==> src/rtl/demux_1x8_stream_pkg.sv <==
// Shared lane-count, select-width and pointer constants for the 1-to-8 stream demux,
// plus small helpers for pointer advance and one-hot lane decode.
package demux_pkg;

  localparam int LANES = 8;
  localparam int SEL_W = 3;

  typedef logic [SEL_W-1:0] sel_t;

  localparam sel_t PTR_LAST = 3'd7;

  // Pointer width matches the lane count exactly, so natural overflow gives the 7->0 wrap.
  function automatic sel_t ptr_next(input sel_t p);
    return p + sel_t'(1);
  endfunction

  function automatic logic [LANES-1:0] lane_onehot(input sel_t s);
    logic [LANES-1:0] one;
    one = {{(LANES-1){1'b0}}, 1'b1};
    return one << s;
  endfunction

endpackage

==> src/rtl/demux_1x8_stream_if.sv <==
// Stream-side bundle for the 1-to-8 demux: one input channel with select/mode,
// eight output lanes with per-lane valid/ready, and frame/pointer status.
interface demux_1x8_stream_if #(
  parameter int WIDTH = 4
);
  import demux_pkg::*;

  logic [WIDTH-1:0]       in_data;
  logic                   in_valid;
  sel_t                   in_sel;
  logic                   auto_mode;
  logic                   in_ready;
  logic [LANES*WIDTH-1:0] out_data;
  logic [LANES-1:0]       out_valid;
  logic [LANES-1:0]       out_ready;
  logic                   frame_done;
  sel_t                   ptr;

  modport master (
    output in_data, in_valid, in_sel, auto_mode, out_ready,
    input  in_ready, out_data, out_valid, frame_done, ptr
  );

  modport slave (
    input  in_data, in_valid, in_sel, auto_mode, out_ready,
    output in_ready, out_data, out_valid, frame_done, ptr
  );

endinterface

==> src/rtl/demux_1x8_stream_lane.sv <==
// One-entry output slice: load wins over consume; 1-cycle latency, and space is
// asserted when empty or draining this cycle, so a full lane still streams at full rate.
module demux_lane #(
  parameter int WIDTH = 4
) (
  input  logic             clk,
  input  logic             rst,
  input  logic             load,
  input  logic [WIDTH-1:0] din,
  input  logic             consume,
  output logic [WIDTH-1:0] data,
  output logic             valid,
  output logic             space
);

  assign space = !valid || consume;

  // Data is kept on consume; consumers qualify it with valid.
  always_ff @(posedge clk) begin
    if (rst) begin
      data  <= '0;
      valid <= 1'b0;
    end else if (load) begin
      data  <= din;
      valid <= 1'b1;
    end else if (valid && consume) begin
      valid <= 1'b0;
    end
  end

endmodule

==> src/rtl/demux_1x8_stream.sv <==
// Registered 1-to-8 stream demux, explicit or round-robin lane select; 1-cycle latency.
// in_ready follows the targeted lane's space combinationally; a stalled word changes nothing.
module demux_1x8_stream
  import demux_pkg::*;
#(
  parameter int WIDTH = 4
) (
  input logic               clk,
  input logic               rst,
  demux_1x8_stream_if.slave bus
);

  sel_t                        ptr_q;
  sel_t                        tgt;
  logic                        in_ready;
  logic                        acc;
  logic                        frame_q;
  logic [LANES-1:0]            space;
  logic [LANES-1:0]            load;
  logic [LANES-1:0]            lane_valid;
  logic [LANES-1:0][WIDTH-1:0] lane_data;

  // Mode toggles steer the same cycle; only the pointer reset waits for the edge.
  assign tgt      = bus.auto_mode ? ptr_q : bus.in_sel;
  assign in_ready = space[tgt];
  assign acc      = bus.in_valid && in_ready;
  assign load     = acc ? lane_onehot(tgt) : '0;

  always_ff @(posedge clk) begin
    if (rst) begin
      ptr_q <= '0;
    end else if (!bus.auto_mode) begin
      ptr_q <= '0;
    end else if (acc) begin
      ptr_q <= ptr_next(ptr_q);
    end
  end

  always_ff @(posedge clk) begin
    if (rst) begin
      frame_q <= 1'b0;
    end else begin
      frame_q <= acc && bus.auto_mode && (ptr_q == PTR_LAST);
    end
  end

  for (genvar k = 0; k < LANES; k++) begin : g_lane
    demux_lane #(
      .WIDTH (WIDTH)
    ) u_lane (
      .clk     (clk),
      .rst     (rst),
      .load    (load[k]),
      .din     (bus.in_data),
      .consume (bus.out_ready[k]),
      .data    (lane_data[k]),
      .valid   (lane_valid[k]),
      .space   (space[k])
    );
  end

  assign bus.in_ready   = in_ready;
  assign bus.out_data   = lane_data;
  assign bus.out_valid  = lane_valid;
  assign bus.frame_done = frame_q;
  assign bus.ptr        = ptr_q;

endmodule

==> src/flat_wrapper.sv <==
// flat-port wrapper written by rule: the top's interface ports become plain ports
module demux_1x8_stream_flat import demux_pkg::*;
#(
  parameter int WIDTH = 4
)
  (clk, rst, bus_in_data, bus_in_valid, bus_in_sel, bus_auto_mode, bus_out_ready, bus_in_ready, bus_out_data, bus_out_valid, bus_frame_done, bus_ptr);
  demux_1x8_stream_if #(.WIDTH(WIDTH)) bus_i ();
  input logic clk;
  input logic rst;
  input wire logic [$bits(bus_i.in_data)-1:0] bus_in_data;
  input wire logic [$bits(bus_i.in_valid)-1:0] bus_in_valid;
  input wire logic [$bits(bus_i.in_sel)-1:0] bus_in_sel;
  input wire logic [$bits(bus_i.auto_mode)-1:0] bus_auto_mode;
  input wire logic [$bits(bus_i.out_ready)-1:0] bus_out_ready;
  output wire logic [$bits(bus_i.in_ready)-1:0] bus_in_ready;
  output wire logic [$bits(bus_i.out_data)-1:0] bus_out_data;
  output wire logic [$bits(bus_i.out_valid)-1:0] bus_out_valid;
  output wire logic [$bits(bus_i.frame_done)-1:0] bus_frame_done;
  output wire logic [$bits(bus_i.ptr)-1:0] bus_ptr;
  assign bus_i.in_data = bus_in_data;
  assign bus_i.in_valid = bus_in_valid;
  assign bus_i.in_sel = bus_in_sel;
  assign bus_i.auto_mode = bus_auto_mode;
  assign bus_i.out_ready = bus_out_ready;
  assign bus_in_ready = bus_i.in_ready;
  assign bus_out_data = bus_i.out_data;
  assign bus_out_valid = bus_i.out_valid;
  assign bus_frame_done = bus_i.frame_done;
  assign bus_ptr = bus_i.ptr;
  demux_1x8_stream #(.WIDTH(WIDTH)) u_core (.clk(clk), .rst(rst), .bus(bus_i));
endmodule
==> config.mk <==
export PLATFORM = sky130hd
export DESIGN_NAME = demux_1x8_stream_flat
export DESIGN_NICKNAME = d
export VERILOG_FILES = /design/src/rtl/demux_1x8_stream_pkg.sv /design/src/rtl/demux_1x8_stream_if.sv /design/src/rtl/demux_1x8_stream_lane.sv /design/src/rtl/demux_1x8_stream.sv /design/src/flat_wrapper.sv
export SDC_FILE = /design/constraint.sdc
export NUM_CORES = 1
export LEC_CHECK = 0
export BUFFER_PORTS_ARGS = -buffer_cell sky130_fd_sc_hd__clkbuf_2
export CAP_MARGIN = 10
export CELL_PAD_IN_SITES_DETAIL_PLACEMENT = 1
export CELL_PAD_IN_SITES_GLOBAL_PLACEMENT = 2
export CORE_MARGIN = 2
export CORE_UTILIZATION = 30
export CTS_CLUSTER_DIAMETER = 150
export DETAILED_ROUTE_END_ITERATION = 12
export GPL_TIMING_DRIVEN = 0
export MAX_ROUTING_LAYER = met4
export PLACE_DENSITY_LB_ADDON = 0.1
export REMOVE_ABC_BUFFERS = 1
export SLEW_MARGIN = 20
export SYNTH_ARGS = -nofsm -noshare
export SYNTH_HDL_FRONTEND = slang
export SYNTH_SLANG_ARGS = --single-unit
==> constraint.sdc <==
create_clock -name clk -period 2.51 [get_ports clk]
set_clock_uncertainty 0.15 [all_clocks]
set_input_delay 0.1255 -clock clk [delete_from_list [all_inputs] [get_ports clk]]
set_output_delay 0.1255 -clock clk [all_outputs]
set_load 0.005 [all_outputs]
# ---- After elaboration in Yosys (flattened, before gate mapping)
# Cells that the tools add are included.
# W data, S select, Z words.
dict set report word_totals {
  reg_bits 44
  latch_bits 0
  ram_bits 0
  rom_bits 0
  in_bits 19
  out_inout_bits 45
  word_cells 79
  mem_count 0
}
dict set report classes {
  add_sub_neg 1
  mul 0
  n_div 0
  n_lt_le_gt_ge 1
  n_eq_ne 1
  shifts 1
  muxes 20
  bitwise_logic 1
  reduce_logical 36
}
# operator count
set op_table {}
lappend op_table {{$mux W1} 17}
lappend op_table {{$reduce_bool A2 Y1} 8}
lappend op_table {{$logic_and A1 B1 Y1} 11}
lappend op_table {{$logic_not A1 Y1} 8}
lappend op_table {{$logic_or A1 B1 Y1} 8}
lappend op_table {{$mux W8} 1}
lappend op_table {{$shl A1 B3 Y8 const A} 1}
lappend op_table {{$lt A3 B4 Y1 const B} 1}
lappend op_table {{$add A3 B1 Y3 const B} 1}
lappend op_table {{$bmux W1 S3} 1}
lappend op_table {{$eq A3 B3 Y1 const B} 1}
lappend op_table {{$mux W3} 1}
lappend op_table {{$reduce_or A2 Y1} 1}
lappend op_table {{$not A1 Y1} 1}

# ---- Longest topological paths before layout
dict set report logic_depth {
  depth_word 7
  depth_mapped 7
  depth_no_buf 5
}

# ---- Modules after synthesis
# From an unflattened synthesis, not the netlist that was laid out.
dict set report unflattened {
  cells_unflattened 200
  area_unflattened_um2 1976.9
}
# module instances cells_each area_each_um2
set modules_own_cells {}
lappend modules_own_cells {demux_lane 8 17 181.4}
lappend modules_own_cells {demux_1x8_stream 1 64 525.5}

# ---- Least setup slack after synthesis
# No wires, ideal clock.
dict set report synth_timing {
  path_kind {register to register}
  startpoint {reg u_core.ptr_q[0] (netlist: u_core.bus.ptr[0])}
  endpoint {reg u_core.g_lane[4].u_lane.data[0]}
  setup_time_ns 0.129
  arrival_time_ns 1.837
  setup_slack_ns 0.394
  path_stages_with_launch 7
  n_path_buf 1
  cell_sequence {dfxtp_1 > nor3b_1 > or2_2 > buf_2 > a2111oi_4 > nand3_1 > mux2i_1}
}
dict set report synth_via {
  elab_chain_cells 5
  word_cells_on_any_way 6
  cone_classes {shift: 1; mux: 4; reduce/logical: 1}
}
# element line_no
set synth_lines {}
lappend synth_lines {{start: declaration} demux_1x8_stream.sv:13} ;# sel_t ptr_q;
lappend synth_lines {{start signal: assignment} demux_1x8_stream.sv:35} ;# ptr_q <= ptr_next(ptr_q);
lappend synth_lines {{$mux W3 (*)} demux_1x8_stream.sv:24} ;# assign tgt = bus.auto_mode ? ptr_q : bus.in_sel;
lappend synth_lines {{$bmux W1 S3} demux_1x8_stream.sv:25} ;# assign in_ready = space[tgt];
lappend synth_lines {{$mux W1 (implied by the code)} demux_1x8_stream.sv:25}
lappend synth_lines {{$logic_and A1 B1 Y1} demux_1x8_stream.sv:26} ;# assign acc = bus.in_valid && in_ready;
lappend synth_lines {{$mux W8 (*)} demux_1x8_stream.sv:27} ;# assign load = acc ? lane_onehot(tgt) : '0;
lappend synth_lines {{end signal: assignment} demux_1x8_stream_lane.sv:24} ;# data <= din;
lappend synth_lines {{end: declaration} demux_1x8_stream_lane.sv:11} ;# output logic [WIDTH-1:0] data,
# Every way passes the cells marked *; elsewhere a longest branch is shown, timed or not. The select of a mux whose other input is x is not followed.
# A chain may end at the register's enable or synchronous reset.

# ---- Worst setup path after layout
dict set report layout_timing {
  startpoint {reg u_core.ptr_q[0] (netlist: u_core.bus.ptr[0])}
  endpoint {out bus_in_ready}
}
dict set report layout_via {
  elab_chain_cells 3
}
# element line_no
set layout_lines {}
lappend layout_lines {{$mux W3} demux_1x8_stream.sv:24}
lappend layout_lines {{$bmux W1 S3} demux_1x8_stream.sv:25}
lappend layout_lines {{$mux W1 (implied by the code)} demux_1x8_stream.sv:25}
lappend layout_lines {{end: declaration} flat_wrapper.sv:15} ;# output wire logic [$bits(bus_i.in_ready)-1:0] bus_in_ready;
# No other way between the ends. The select of a mux whose other input is x is not followed.

==> implementation parameters <==
Parameter                              Value

Min path
  Hold path depth    3
  Launch point of the worst hold path    bus_out_ready[5]
  Hold Path Class    input pin to register

CTS
  CTS max path bufs    2
  Clock tree from TritonCTS    built
  Insertion delay of the later-clocked pin in the worst-skew pair    300 ps
  Clk Tree Root Cell    clkbuf_8
  Sinks on Clock Net    44
  Level count of the clock H-tree    2
  Clock transition at path regs    80 ps
  Number of buffers created by CTS    5

Synthesis
  Synthesis-stage register bit count    44
  Fraction of post-synthesis cell area in the top cell type by area    44.1%
  Per-instance average area after synthesis    9.98 µm²
  Area share of fa/ha/maj cells after synthesis    1.25%
  Largest area contributor in the netlist    dfxtp_1
  Synth unique cells    28
  Total of warnings raised by yosys    0
  Biggest area contributors in the synthesized netlist    dfxtp_1 44%, mux2i_1 18%, nand2b_1 13%
  Number of enable-type register cells in the synthesized netlist    0
  Most used DFF post-synth    dfxtp_1
  Post-Synthesis Cells    200
  Most repeated cell in the gate-level netlist after synthesis    dfxtp_1
  Fraction of synthesis flops using an asynchronous set or reset pin    0%
  Syn Std Cell Area    0.00200 mm²
  Proportion of synthesized chip area in sequential cells    44.1%
  Share of the synthesized netlist area taken by xor and xnor gates    0%
  Post-synthesis compound-gate area fraction    6.39%
  Most frequent cells after synthesis    44 x dfxtp_1, 43 x nand2b_1, 36 x mux2i_1
  Multiplexer area fraction after synthesis    18.6%
  Post-synthesis share of cell area spent on and, or, nand and nor gates    23.6%
  Dominant combinational cell family by area after synthesis    simple AND/OR/NAND/NOR gates

Flow run
  # Max-Cap Violations    0

Worst setup path
  Kind of critical path    register to primary output
  Sort of element at the end of the critical path    primary output
  Worst-case register-to-register setup slack    240 ps
  Worst Setup SP    u_core.bus.ptr[0]
  Element type at the critical path start    register
  Data required time of the critical path    2230 ps
  Worst reg2reg path endpoint    u_core.g_lane[6].u_lane.valid
  Startpoint of the most critical register-to-register path    u_core.bus.ptr[0]
  Largest fanout on the critical path    8
  Termination of the worst setup path    bus_in_ready
  Arrival @ worst endpoint    2050 ps
  R2R depth    7

Die
  Die area    0.00732 mm²
  Count of boundary I/O pins    64
  Standard-cell rows    29
  Width of the chip    85.6 µm
  Core area    0.00639 mm²
  Die span in y    85.6 µm
  Initial Utilization    31.3%

STA
  Max-slew violation count    0
  Unrepaired setup endpoints after global routing    no
  Finish-stage setup viols    0
  WHS    -4.03 ps
  Achievable frequency    431 MHz
  Portion of the clock cycle consumed by the worst path in the final layout    92.5%
  TNS Setup    0 ps
  Final-report hold violation count    1
  Worst slew margin    53.0%
  Tightest Pin Transition    705 ps
  Final min period    2320 ps

Final layout
  Final layout net count    273
  Share of layout cells above drive strength 1    32.4%
  Layout area overhead    21.4%
  Finished Cell Area    0.00242 mm²
  Number of inserted diodes    0

Power and ir drop
  Leakage component of the power    0.00119 µW
  Switching share of total power    25.3%
  Power per unit of standard cell area    536 mW/mm²
  Internal Dissipation    971 µW
  Power Total    1300 µW
  Part of the power in combinational logic    9.7%
  Part of the total power dissipated in sequential elements    55.6%
  Peak supply drop    0.194 mV
  Net switching power figure    328 µW
  Clock power share    34.7%

Placement
  Detailed placement HPWL    3480 µm
  Count of buffers inserted at the top-level ports    63
  Placer Congestion    0.676
  Post-detailed-placement cell area    0.00229 mm²

Status
  Outcome    finished, violations left
  Violated checks    negative hold slack

Drt
  DRC marker count from the first detailed-route iteration    62
  Total wire length    4690 µm
  Average wire per standard cell    14.2 µm
  Via-to-Cell Ratio    4.68
  Met2 wire length    2130 µm
  Total vias in the final route    1,545
  Met3 routed WL    242 µm
  Iteration count of the initial detailed-routing pass    4
  Count of nets left with antenna violations after detail routing    0
  Met1 Wirelength    2270 µm
  Residual DRC    0
  Highest layer used for signal routing    met4

Global route
  Largest net degree at the start of global routing    46
  Vias in the first global route    1,459
  Total congestion overflow after global routing    0
  Global-route wire length before repair    7490 µm
  Number of antenna violations at the first check in global routing    0
  Global-route usage over all layers    13.4%
power by group through the flow:
stage | Sequential (µW) | Clock [µW] | Combinational, µW
6_report | 723 | 451 | 126
3_5_place_dp | 739 | 0 | 125
5_1_grt | 725 | 503 | 140
3_3_place_gp | 740 | 0 | 125
4_1_cts | 723 | 475 | 128
2_1_floorplan | 739 | 0 | 66.3
what timing repair did:
action	in CTS	in global routing
setup buffers	0	2
hold buffers	2	0
hold endpoints to repair	2	0
resized for setup	0	1
setup endpoints to repair	0	19
area by class of cell:
class	count	area, µm²
Sequential cell	44	881
Multi-Input combinational cell	134	1010
Fill cell	752	3960
Clock inverter	2	16.3
Tap cell	77	96.3
Timing Repair Buffer	67	350
Clock buffer	6	72.6
stage by stage:
stage          cells  util [%]  worst slack [ps]
2_1_floorplan    178         -               467
3_3_place_gp     318      35.8              34.7
3_5_place_dp     318      35.8              43.6
4_1_cts          328      37.5              15.7
5_1_grt          330      38.0              70.1
6_report         330      38.0               187
how the worst min path moves through the flow:
stage | endpoint | slack, ps
after floorplan | u_core.g_lane[0].u_lane.valid | 40
after detailed placement | u_core.g_lane[1].u_lane.valid | 300
final | u_core.g_lane[5].u_lane.valid | -4
after CTS | u_core.g_lane[7].u_lane.valid | 3
after global routing | u_core.g_lane[5].u_lane.valid | 10
after global placement | u_core.g_lane[1].u_lane.valid | 290
sequential cells by signal, indices dropped and copies added (netlist names):
register / cells
u_core.bus.frame_done: 1
u_core.bus.ptr: 3
u_core.g_lane.u_lane.valid: 8
u_core.g_lane.u_lane.data: 32
placed cells by master, fill, tap and decap left out, drive strengths merged, types with 2 or more instances in the layout:
cell	Yosys	routed
a2111oi	2	2
a21oi	11	11
a31oi	2	2
buf	16	2
clkbuf	6	69
dfxtp	44	44
dlygate4sd3	0	2
ha	2	2
mux2i	36	36
nand2	9	9
nand2b	43	43
nand3	9	9
nand3b	3	3
nor2	3	3
nor2b	4	4
or3b	2	2
cells by family after synthesis:
| group | after synthesis |
|---|---|
| AO/OA/AOI/OAI | 17 |
| adder cells (fa/ha/maj) | 2 |
| buffers and inverters | 22 |
| flip-flops | 44 |
| multiplexers | 37 |
| AND/OR/NAND/NOR | 78 |
per-layer routing:
metal / vias to the layer above / GRT usage, %
met5: - / -
li1: 767 / -
met3: 4 / 3.37
met4: 0 / 3.90
met1: 734 / 18.5
met2: 40 / 19.4
worst max-delay path, stage by stage (launching register included):
cell and delay, ps:
dfxtp_1 480, nor3b_1 110, or2_2 380, a2111oi_4 350, buf_4 190, mux2_2 140
clkbuf_2 110
No activity file was read; power rests on OpenSTA's default activity.
